===== config.mk =====
export PLATFORM = sky130hd
export DESIGN_NAME = fp_div_seq
export DESIGN_NICKNAME = d
export VERILOG_FILES = /design/src/rtl/fp_div_seq_pkg.sv /design/src/rtl/fp_div_seq_unpack.sv /design/src/rtl/fp_div_seq.sv
export SDC_FILE = /design/constraint.sdc
export NUM_CORES = 1
export LEC_CHECK = 0
export BUFFER_PORTS_ARGS = -buffer_cell sky130_fd_sc_hd__buf_4
export CAP_MARGIN = 20
export CORE_MARGIN = 5
export CORE_UTILIZATION = 40
export DETAILED_ROUTE_END_ITERATION = 8
export PLACE_DENSITY = 0.64
export SYNTH_ARGS = -nofsm -noshare
export SYNTH_HDL_FRONTEND = slang
export SYNTH_SLANG_ARGS = --single-unit

===== constraint.sdc =====
create_clock -name clk -period 15.3 [get_ports clk]
set_clock_uncertainty 0.2 [all_clocks]
set_input_delay 1.53 -clock clk [delete_from_list [all_inputs] [get_ports clk]]
set_output_delay 1.53 -clock clk [all_outputs]
set_load 0.03 [all_outputs]

===== src/rtl/fp_div_seq_pkg.sv =====
// fp_div_seq_pkg: FP16 constants, flag bit positions and divider FSM states
package fp_div_seq_pkg;

    localparam int QBITS         = 14;
    localparam int FP16_EXP_BIAS = 15;
    localparam int FP16_MAN_W    = 10;
    localparam int FP16_EXP_W    = 5;
    localparam logic [15:0] FP16_QNAN = 16'h7E00;

    localparam int FP16_FLAG_INVALID = 3;
    localparam int FP16_FLAG_DBZ     = 2;
    localparam int FP16_FLAG_OVF     = 1;
    localparam int FP16_FLAG_UNF     = 0;

    typedef enum logic [2:0] {
        S_IDLE,
        S_UNPACK,
        S_DIV,
        S_ROUND,
        S_DONE
    } state_t;

    function automatic logic [15:0] fp16_inf(input logic s);
        return {s, 5'h1F, 10'd0};
    endfunction

endpackage


===== src/rtl/fp_div_seq_unpack.sv =====
// fp_div_seq_unpack: classify an FP16 operand and normalise subnormals to {sign, signed exp, 11b mant}
module fp_div_seq_unpack
    import fp_div_seq_pkg::*;
#(
    parameter int FLUSH_DENORM = 0
) (
    input  logic              [15:0] x,
    output logic                     sign,
    output logic signed       [7:0]  expo,
    output logic              [10:0] mant,
    output logic                     is_zero,
    output logic                     is_inf,
    output logic                     is_nan
);

    logic [FP16_EXP_W-1:0] ef;
    logic [FP16_MAN_W-1:0] fr;
    logic [3:0]            lz;
    logic [10:0]           sub_m;
    logic                  sub;

    assign ef = x[FP16_MAN_W+FP16_EXP_W-1:FP16_MAN_W];
    assign fr = x[FP16_MAN_W-1:0];

    // leading-zero count of the fraction, then shift the first set bit into the hidden position
    always_comb begin
        lz = 4'd0;
        for (int i = 0; i < FP16_MAN_W; i++)
            if (fr[i]) lz = 4'(FP16_MAN_W - 1 - i);
        sub     = (ef == '0) && (fr != '0);
        sub_m   = {1'b0, fr} << (lz + 4'd1);
        sign    = x[15];
        is_nan  = (&ef) && (fr != '0);
        is_inf  = (&ef) && (fr == '0);
        is_zero = ((ef == '0) && (fr == '0)) || ((FLUSH_DENORM != 0) && sub);
        mant    = sub ? sub_m : {1'b1, fr};
        expo    = sub ? 8'd0 - {4'd0, lz} : {3'd0, ef};
    end

endmodule


===== src/rtl/fp_div_seq.sv =====
// fp_div_seq: iterative FP16 divider, radix-2 restoring, one quotient bit per cycle
module fp_div_seq
    import fp_div_seq_pkg::*;
#(
    parameter int FLUSH_DENORM = 0
) (
    input  logic        clk,
    input  logic        rst,
    input  logic        in_valid,
    output logic        in_ready,
    input  logic [15:0] a,
    input  logic [15:0] b,
    output logic        out_valid,
    input  logic        out_ready,
    output logic [15:0] y,
    output logic [3:0]  flags
);

    state_t state_q, state_d;
    logic [15:0]       a_q, a_d, b_q, b_d, y_q, y_d;
    logic [3:0]        flags_q, flags_d, cnt_q, cnt_d;
    logic [11:0]       rem_q, rem_d, rem_sub;
    logic [QBITS-1:0]  q_q, q_d;
    logic [10:0]       mb_q, mb_d;
    logic signed [7:0] e_q, e_d;
    logic              sign_q, sign_d;

    logic              ua_s, ub_s, ua_zero, ub_zero, ua_inf, ub_inf, ua_nan, ub_nan;
    logic signed [7:0] ua_e, ub_e;
    logic [10:0]       ua_m, ub_m;

    logic              spec_hit, spec_s;
    logic [15:0]       spec_y;
    logic [3:0]        spec_f;

    logic              norm, big, tiny, wide, st0, dst, g, sb, inc;
    logic signed [7:0] e1;
    logic [7:0]        sh;
    logic [12:0]       sig, mask, dsig;
    logic [4:0]        expf_m1;
    logic [14:0]       packed_v;
    logic [15:0]       rnd_y;
    logic [3:0]        rnd_f;

    fp_div_seq_unpack #(.FLUSH_DENORM(FLUSH_DENORM)) u_unpack_a (
        .x(a_q), .sign(ua_s), .expo(ua_e), .mant(ua_m),
        .is_zero(ua_zero), .is_inf(ua_inf), .is_nan(ua_nan)
    );

    fp_div_seq_unpack #(.FLUSH_DENORM(FLUSH_DENORM)) u_unpack_b (
        .x(b_q), .sign(ub_s), .expo(ub_e), .mant(ub_m),
        .is_zero(ub_zero), .is_inf(ub_inf), .is_nan(ub_nan)
    );

    assign in_ready  = (state_q == S_IDLE) && !rst;
    assign out_valid = (state_q == S_DONE);
    assign y         = y_q;
    assign flags     = flags_q;

    // special-operand result, first matching rule wins
    always_comb begin
        spec_s   = ua_s ^ ub_s;
        spec_hit = 1'b1;
        spec_y   = FP16_QNAN;
        spec_f   = 4'd0;
        if (ua_nan || ub_nan || (ua_zero && ub_zero) || (ua_inf && ub_inf))
            spec_f[FP16_FLAG_INVALID] = 1'b1;
        else if (ua_inf)
            spec_y = fp16_inf(spec_s);
        else if (ub_inf || ua_zero)
            spec_y = {spec_s, 15'd0};
        else if (ub_zero) begin
            spec_y = fp16_inf(spec_s);
            spec_f[FP16_FLAG_DBZ] = 1'b1;
        end else
            spec_hit = 1'b0;
    end

    // normalise the quotient, denormalise tiny results, round to nearest even and pack
    always_comb begin
        norm     = q_q[QBITS-1];
        e1       = norm ? e_q : e_q - 8'sd1;
        sig      = norm ? q_q[13:1] : q_q[12:0];
        st0      = (norm & q_q[0]) | (|rem_q);
        big      = e1 >= 8'sd31;
        tiny     = e1 <= 8'sd0;
        sh       = 8'(8'sd1 - e1);
        wide     = sh > 8'(QBITS - 1);
        mask     = (13'd1 << sh[3:0]) - 13'd1;
        dsig     = !tiny ? sig : wide ? 13'd0 : sig >> sh[3:0];
        dst      = st0 | (tiny & (wide | (|(sig & mask))));
        g        = dsig[1];
        sb       = dsig[0] | dst;
        inc      = g & (sb | dsig[2]);
        expf_m1  = tiny ? 5'd0 : e1[4:0] - 5'd1;
        packed_v = {expf_m1, 10'd0} + {4'd0, dsig[12:2]} + 15'(inc);
        rnd_y    = big ? fp16_inf(sign_q)
                 : (tiny && FLUSH_DENORM != 0) ? {sign_q, 15'd0}
                 : {sign_q, packed_v};
        rnd_f    = 4'd0;
        rnd_f[FP16_FLAG_OVF] = big | (packed_v == 15'h7C00);
        rnd_f[FP16_FLAG_UNF] = tiny & (g | sb | (FLUSH_DENORM != 0));
    end

    // FSM next state and datapath updates
    always_comb begin
        state_d = state_q;
        a_d     = a_q;
        b_d     = b_q;
        y_d     = y_q;
        flags_d = flags_q;
        cnt_d   = cnt_q;
        rem_d   = rem_q;
        q_d     = q_q;
        mb_d    = mb_q;
        e_d     = e_q;
        sign_d  = sign_q;
        rem_sub = rem_q - {1'b0, mb_q};
        case (state_q)
            S_IDLE: if (in_valid && in_ready) begin
                a_d     = a;
                b_d     = b;
                state_d = S_UNPACK;
            end
            S_UNPACK: begin
                sign_d  = spec_s;
                e_d     = ua_e - ub_e + 8'(FP16_EXP_BIAS);
                rem_d   = {1'b0, ua_m};
                mb_d    = ub_m;
                q_d     = '0;
                cnt_d   = 4'd0;
                y_d     = spec_hit ? spec_y : y_q;
                flags_d = spec_hit ? spec_f : flags_q;
                state_d = spec_hit ? S_DONE : S_DIV;
            end
            S_DIV: begin
                rem_d   = ((rem_q >= {1'b0, mb_q}) ? rem_sub : rem_q) << 1;
                q_d     = {q_q[QBITS-2:0], rem_q >= {1'b0, mb_q}};
                cnt_d   = cnt_q + 4'd1;
                state_d = (cnt_q == 4'(QBITS - 1)) ? S_ROUND : S_DIV;
            end
            S_ROUND: begin
                y_d     = rnd_y;
                flags_d = rnd_f;
                state_d = S_DONE;
            end
            S_DONE: state_d = out_ready ? S_IDLE : S_DONE;
            default: state_d = S_IDLE;
        endcase
    end

    // state and datapath registers; reset aborts any division in flight
    always_ff @(posedge clk or posedge rst) begin
        if (rst) begin
            state_q <= S_IDLE;
            a_q     <= '0;
            b_q     <= '0;
            y_q     <= '0;
            flags_q <= '0;
            cnt_q   <= '0;
            rem_q   <= '0;
            q_q     <= '0;
            mb_q    <= '0;
            e_q     <= '0;
            sign_q  <= 1'b0;
        end else begin
            state_q <= state_d;
            a_q     <= a_d;
            b_q     <= b_d;
            y_q     <= y_d;
            flags_q <= flags_d;
            cnt_q   <= cnt_d;
            rem_q   <= rem_d;
            q_q     <= q_d;
            mb_q    <= mb_d;
            e_q     <= e_d;
            sign_q  <= sign_d;
        end
    end

endmodule

==> summary.txt <==
Route
  – Detailed Routing Iterations Pass 1: 5
  – Count of nets left with antenna violations after detail routing: 0
  – DRC violation count after routing: 0
  – Aggregate routed wire length: 25100 um
  – Wire per inst: roughly 18 um
  – Via density: approximately 6
  – Count of vias placed by the detailed router: between 8000 and 9000
  – Starting DRC count in detailed routing: ~540

Finish
  – Final cell count without fillers: about 1400
  – Synth-to-layout area growth: 10.0%
  – Fin area: between 9000 and 10000 sq um
  – Share of cells above drive strength 1: 0.151
  – Nets: 1157
  – # diodes: 0

Synth
  – Synthesized net count: between 1000 and 1500
  – Post-synthesis cell count: 1062
  – Simple-gate share of the synthesized area: 0.173
  – Top post-synthesis cells by area: sky130_fd_sc_hd__dfrtp_1, sky130_fd_sc_hd__mux2_2, sky130_fd_sc_hd__ha_1, sky130_fd_sc_hd__o21ai_0, sky130_fd_sc_hd__mux2i_1
  – Compound-cell area share of the yosys netlist: 0.267
  – Area share of fa/ha/maj cells after synthesis: 0.0588
  – XOR/XNOR share of the synthesized area: 0.0418
  – Primary flip-flop cell chosen by synthesis mapping: sky130_fd_sc_hd__dfrtp_1
  – Dominant combinational cell family by area after synthesis: compound AO/OA/AOI/OAI gates
  – Biggest area consumer among synthesized cells: sky130_fd_sc_hd__dfrtp_1
  – Summed instance area of the synthesized netlist: roughly 9000 sq um
  – Portion of the post-synthesis area used by sequential elements: 0.293
  – Yosys reg bits: 105
  – Cell variety after synth: 86
  – Top-area cell type share of the netlist area: 0.293
  – Multiplexer area fraction after synthesis: 0.113
  – Post-synthesis area per instance: 8.45 sq um
  – Synth warn: 0
  – Number of enable flip-flop cells after synthesis: 0
  – Share of flip-flops with an asynchronous set or reset after synthesis: 1.00

Timing
  – Transition time of the tightest slew-check pin: 1.04 ns
  – Setup violations, final: 0
  – Max-slew violation count: 0
  – Maximum achievable frequency: 133 MHz
  – Final worst-path cycle share: 0.493
  – Final TNS setup: 0 ns
  – RSZ-0062 raised after global routing: no
  – Slew Limit Headroom: 0.305
  – Min cycle time layout: 7.54 ns
  – Number of hold-slack violations in the final timing report: 0

Place
  – Placement Cell Area: 9580 sq um
  – Post-detail-place hpwl: 19000 um
  – Gp weighted congestion: 0.967
  – Total instance count after detailed placement: 1349
  – Count of input and output buffers: 57

CTS
  – Master cell of the clock root buffer: sky130_fd_sc_hd__clkbuf_16
  – Clock transition at the registers of the reported paths: 0.08 ns
  – Count of hold-fix buffers inserted at cts: 0
  – Cts bufs inserted: 9
  – H-tree levels: 3
  – Clock tree from TritonCTS: built
  – Number of instances resized during post-cts repair: 0
  – Deepest clock path buffer count: 2
  – Clock latency reported for the late side of the worst-skew pair: 0.36 ns
  – Sink count of the clock tree: 105
  – Number of buffers added for setup after CTS: 0

GRT
  – GRT Total Usage: 0.194
  – Global-route wire length before repair: 41300 um
  – Vias in the first global route: 7842
  – Overall overflow remaining after global route: 0
  – Pin count of the biggest net entering global routing: 54
  – Antenna violations before repair: 0

Critical path
  – Startpoint type of the worst setup path: register
  – Type of element capturing the critical path: register
  – Launch instance of the worst register-to-register path: e_q[0]$_DFFE_PP0N_
  – Timing startpoint of the critical path: e_q[0]$_DFFE_PP0N_
  – Max FO, Critical Path: 20
  – Data required, critical path: about 15 ns
  – Start-to-end type of the worst setup path: register to register
  – Critical Path AT: 7.64 ns

Hold path
  – Path category of the worst min-delay check: register to register
  – Beginning of the worst hold path: y[13]$_DFFE_PP0P_

Floorplan
  – Top-level I/O count: 58
  – Die area: 25500 sq um
  – Initial Util: 0.409
  – Core Rows: 54
  – Overall die height: 160 um
  – Placeable core region: 22000 sq um
  – Die Width: about 160 um

Job
  – Max capacitance violation total: 0

Run status
  – Result of the run: finished, final reports clean
layout make-up:
type	count	area, sq um
Tap cell	280	350
Clock inverter	6	57.6
Clock buffer	10	239
Sequential cell	105	2630
Inverter	57	216
Timing Repair Buffer	69	518
Fill cell	2159	12100
Multi-Input combinational cell	838	5860
kinds of logic after synthesis:
logic type,count (synthesis)
xor gates and xnor gates,42
adders and majority gates,41
AOI/OAI and AO/OA,350
muxes,91
and+or+nand+nor,314
DFF,105
buffers and inverters,119
metrics by stage:
step,hold WS (ns),utilization,setup slack [ns]
finish,0.281,0.450,7.76
global route,0.304,0.450,7.35
CTS,0.284,0.450,7.92
detailed placement,0.267,0.436,7.96
global placement,0.257,0.436,8.13
floorplan,0.242,-,9.90
layer usage:
layer / GRT usage / part of all wire / up-vias
li1: - / - / 3988
met1: 0.268 / 0.46 / 3927
met2: 0.313 / 0.46 / 217
met3: 0.0343 / 0.048 / 49
met4: 0.0548 / 0.025 / 0
met5: 0 / 0 / -
worst max-delay path, stage by stage (launching register included):
cell and delay, ns:
sky130_fd_sc_hd__dfrtp_1 0.74, sky130_fd_sc_hd__clkinv_1 0.63, sky130_fd_sc_hd__ha_1 0.53, sky130_fd_sc_hd__nor2b_1 0.21, sky130_fd_sc_hd__nor2_1 0.76, sky130_fd_sc_hd__inv_1 0.52
sky130_fd_sc_hd__ha_1 0.49, sky130_fd_sc_hd__and3_1 0.26, sky130_fd_sc_hd__a21oi_1 0.82, sky130_fd_sc_hd__a211o_1 0.26, sky130_fd_sc_hd__o31a_1 0.28, sky130_fd_sc_hd__inv_1 0.08
sky130_fd_sc_hd__ha_1 0.18, sky130_fd_sc_hd__inv_1 0.13, sky130_fd_sc_hd__xnor2_1 0.15, sky130_fd_sc_hd__o211ai_1 0.10, sky130_fd_sc_hd__or4_1 0.48, sky130_fd_sc_hd__or4_1 0.49
sky130_fd_sc_hd__o21ai_1 0.15
state kept, by name, summed over array words and instances, names as in the netlist, 4 cells and up:
| register | flops |
|---|---|
| a_q | 16 |
| b_q | 16 |
| y | 16 |
| q_q | 14 |
| rem_q | 12 |
| mb_q | 11 |
| e_q | 8 |
| cnt_q | 4 |
| flags | 4 |
synth_stat cells, types with 7 or more instances:
library cell and count:
sky130_fd_sc_hd__xnor2_1 32, sky130_fd_sc_hd__nand4_1 7, sky130_fd_sc_hd__a221o_1 9, sky130_fd_sc_hd__dfrtp_1 105
sky130_fd_sc_hd__xor2_1 9, sky130_fd_sc_hd__nor3_1 21, sky130_fd_sc_hd__nor2b_1 13, sky130_fd_sc_hd__mux2i_1 38
sky130_fd_sc_hd__a21boi_0 9, sky130_fd_sc_hd__clkbuf_1 43, sky130_fd_sc_hd__buf_2 10, sky130_fd_sc_hd__nand3_1 26
sky130_fd_sc_hd__and2_1 8, sky130_fd_sc_hd__a21oi_1 68, sky130_fd_sc_hd__nand2_1 88, sky130_fd_sc_hd__a22o_1 19
sky130_fd_sc_hd__or3_1 7, sky130_fd_sc_hd__inv_1 55, sky130_fd_sc_hd__a221oi_1 13, sky130_fd_sc_hd__a21o_1 12
sky130_fd_sc_hd__nand2b_1 14, sky130_fd_sc_hd__ha_1 39, sky130_fd_sc_hd__a211oi_1 7, sky130_fd_sc_hd__a31oi_1 12
sky130_fd_sc_hd__nor2_1 83, sky130_fd_sc_hd__nor4_1 14, sky130_fd_sc_hd__o2111ai_1 7, sky130_fd_sc_hd__o21ai_0 91
sky130_fd_sc_hd__o211ai_1 18, sky130_fd_sc_hd__a22oi_1 9, sky130_fd_sc_hd__mux2_2 50, sky130_fd_sc_hd__and3_1 8
cell usage in the layout, fill, tap and decap left out, drive strengths merged, types with 23 or more instances in the layout:
cell,synthesis,routed
a21oi,69,69
mux2i,38,38
ha,39,39
buf,19,69
nand3,26,26
nand2,89,89
nor2,85,85
nor3,23,23
mux2,50,50
dfrtp,105,105
xnor2,33,33
o21ai,94,94
inv,55,58
worst paths after layout:
check | slack [ns] | cells after the start | to
setup / recovery | 7.76 | 18 | flags[1]$_DFFE_PP0P_
hold / removal | 0.28 | 1 | y[13]$_DFFE_PP0P_
setup reg to reg | 7.76 | 18 | flags[1]$_DFFE_PP0P_
hold reg to reg | 0.28 | 1 | y[13]$_DFFE_PP0P_
max in group asynchronous | 12.66 | 3 | q_q[1]$_DFFE_PP0P_
min in group asynchronous | 1.08 | 2 | flags[1]$_DFFE_PP0P_
Power is not shown: default switching activity piles up to over one toggle a cycle in this logic, so the estimate is an artifact.
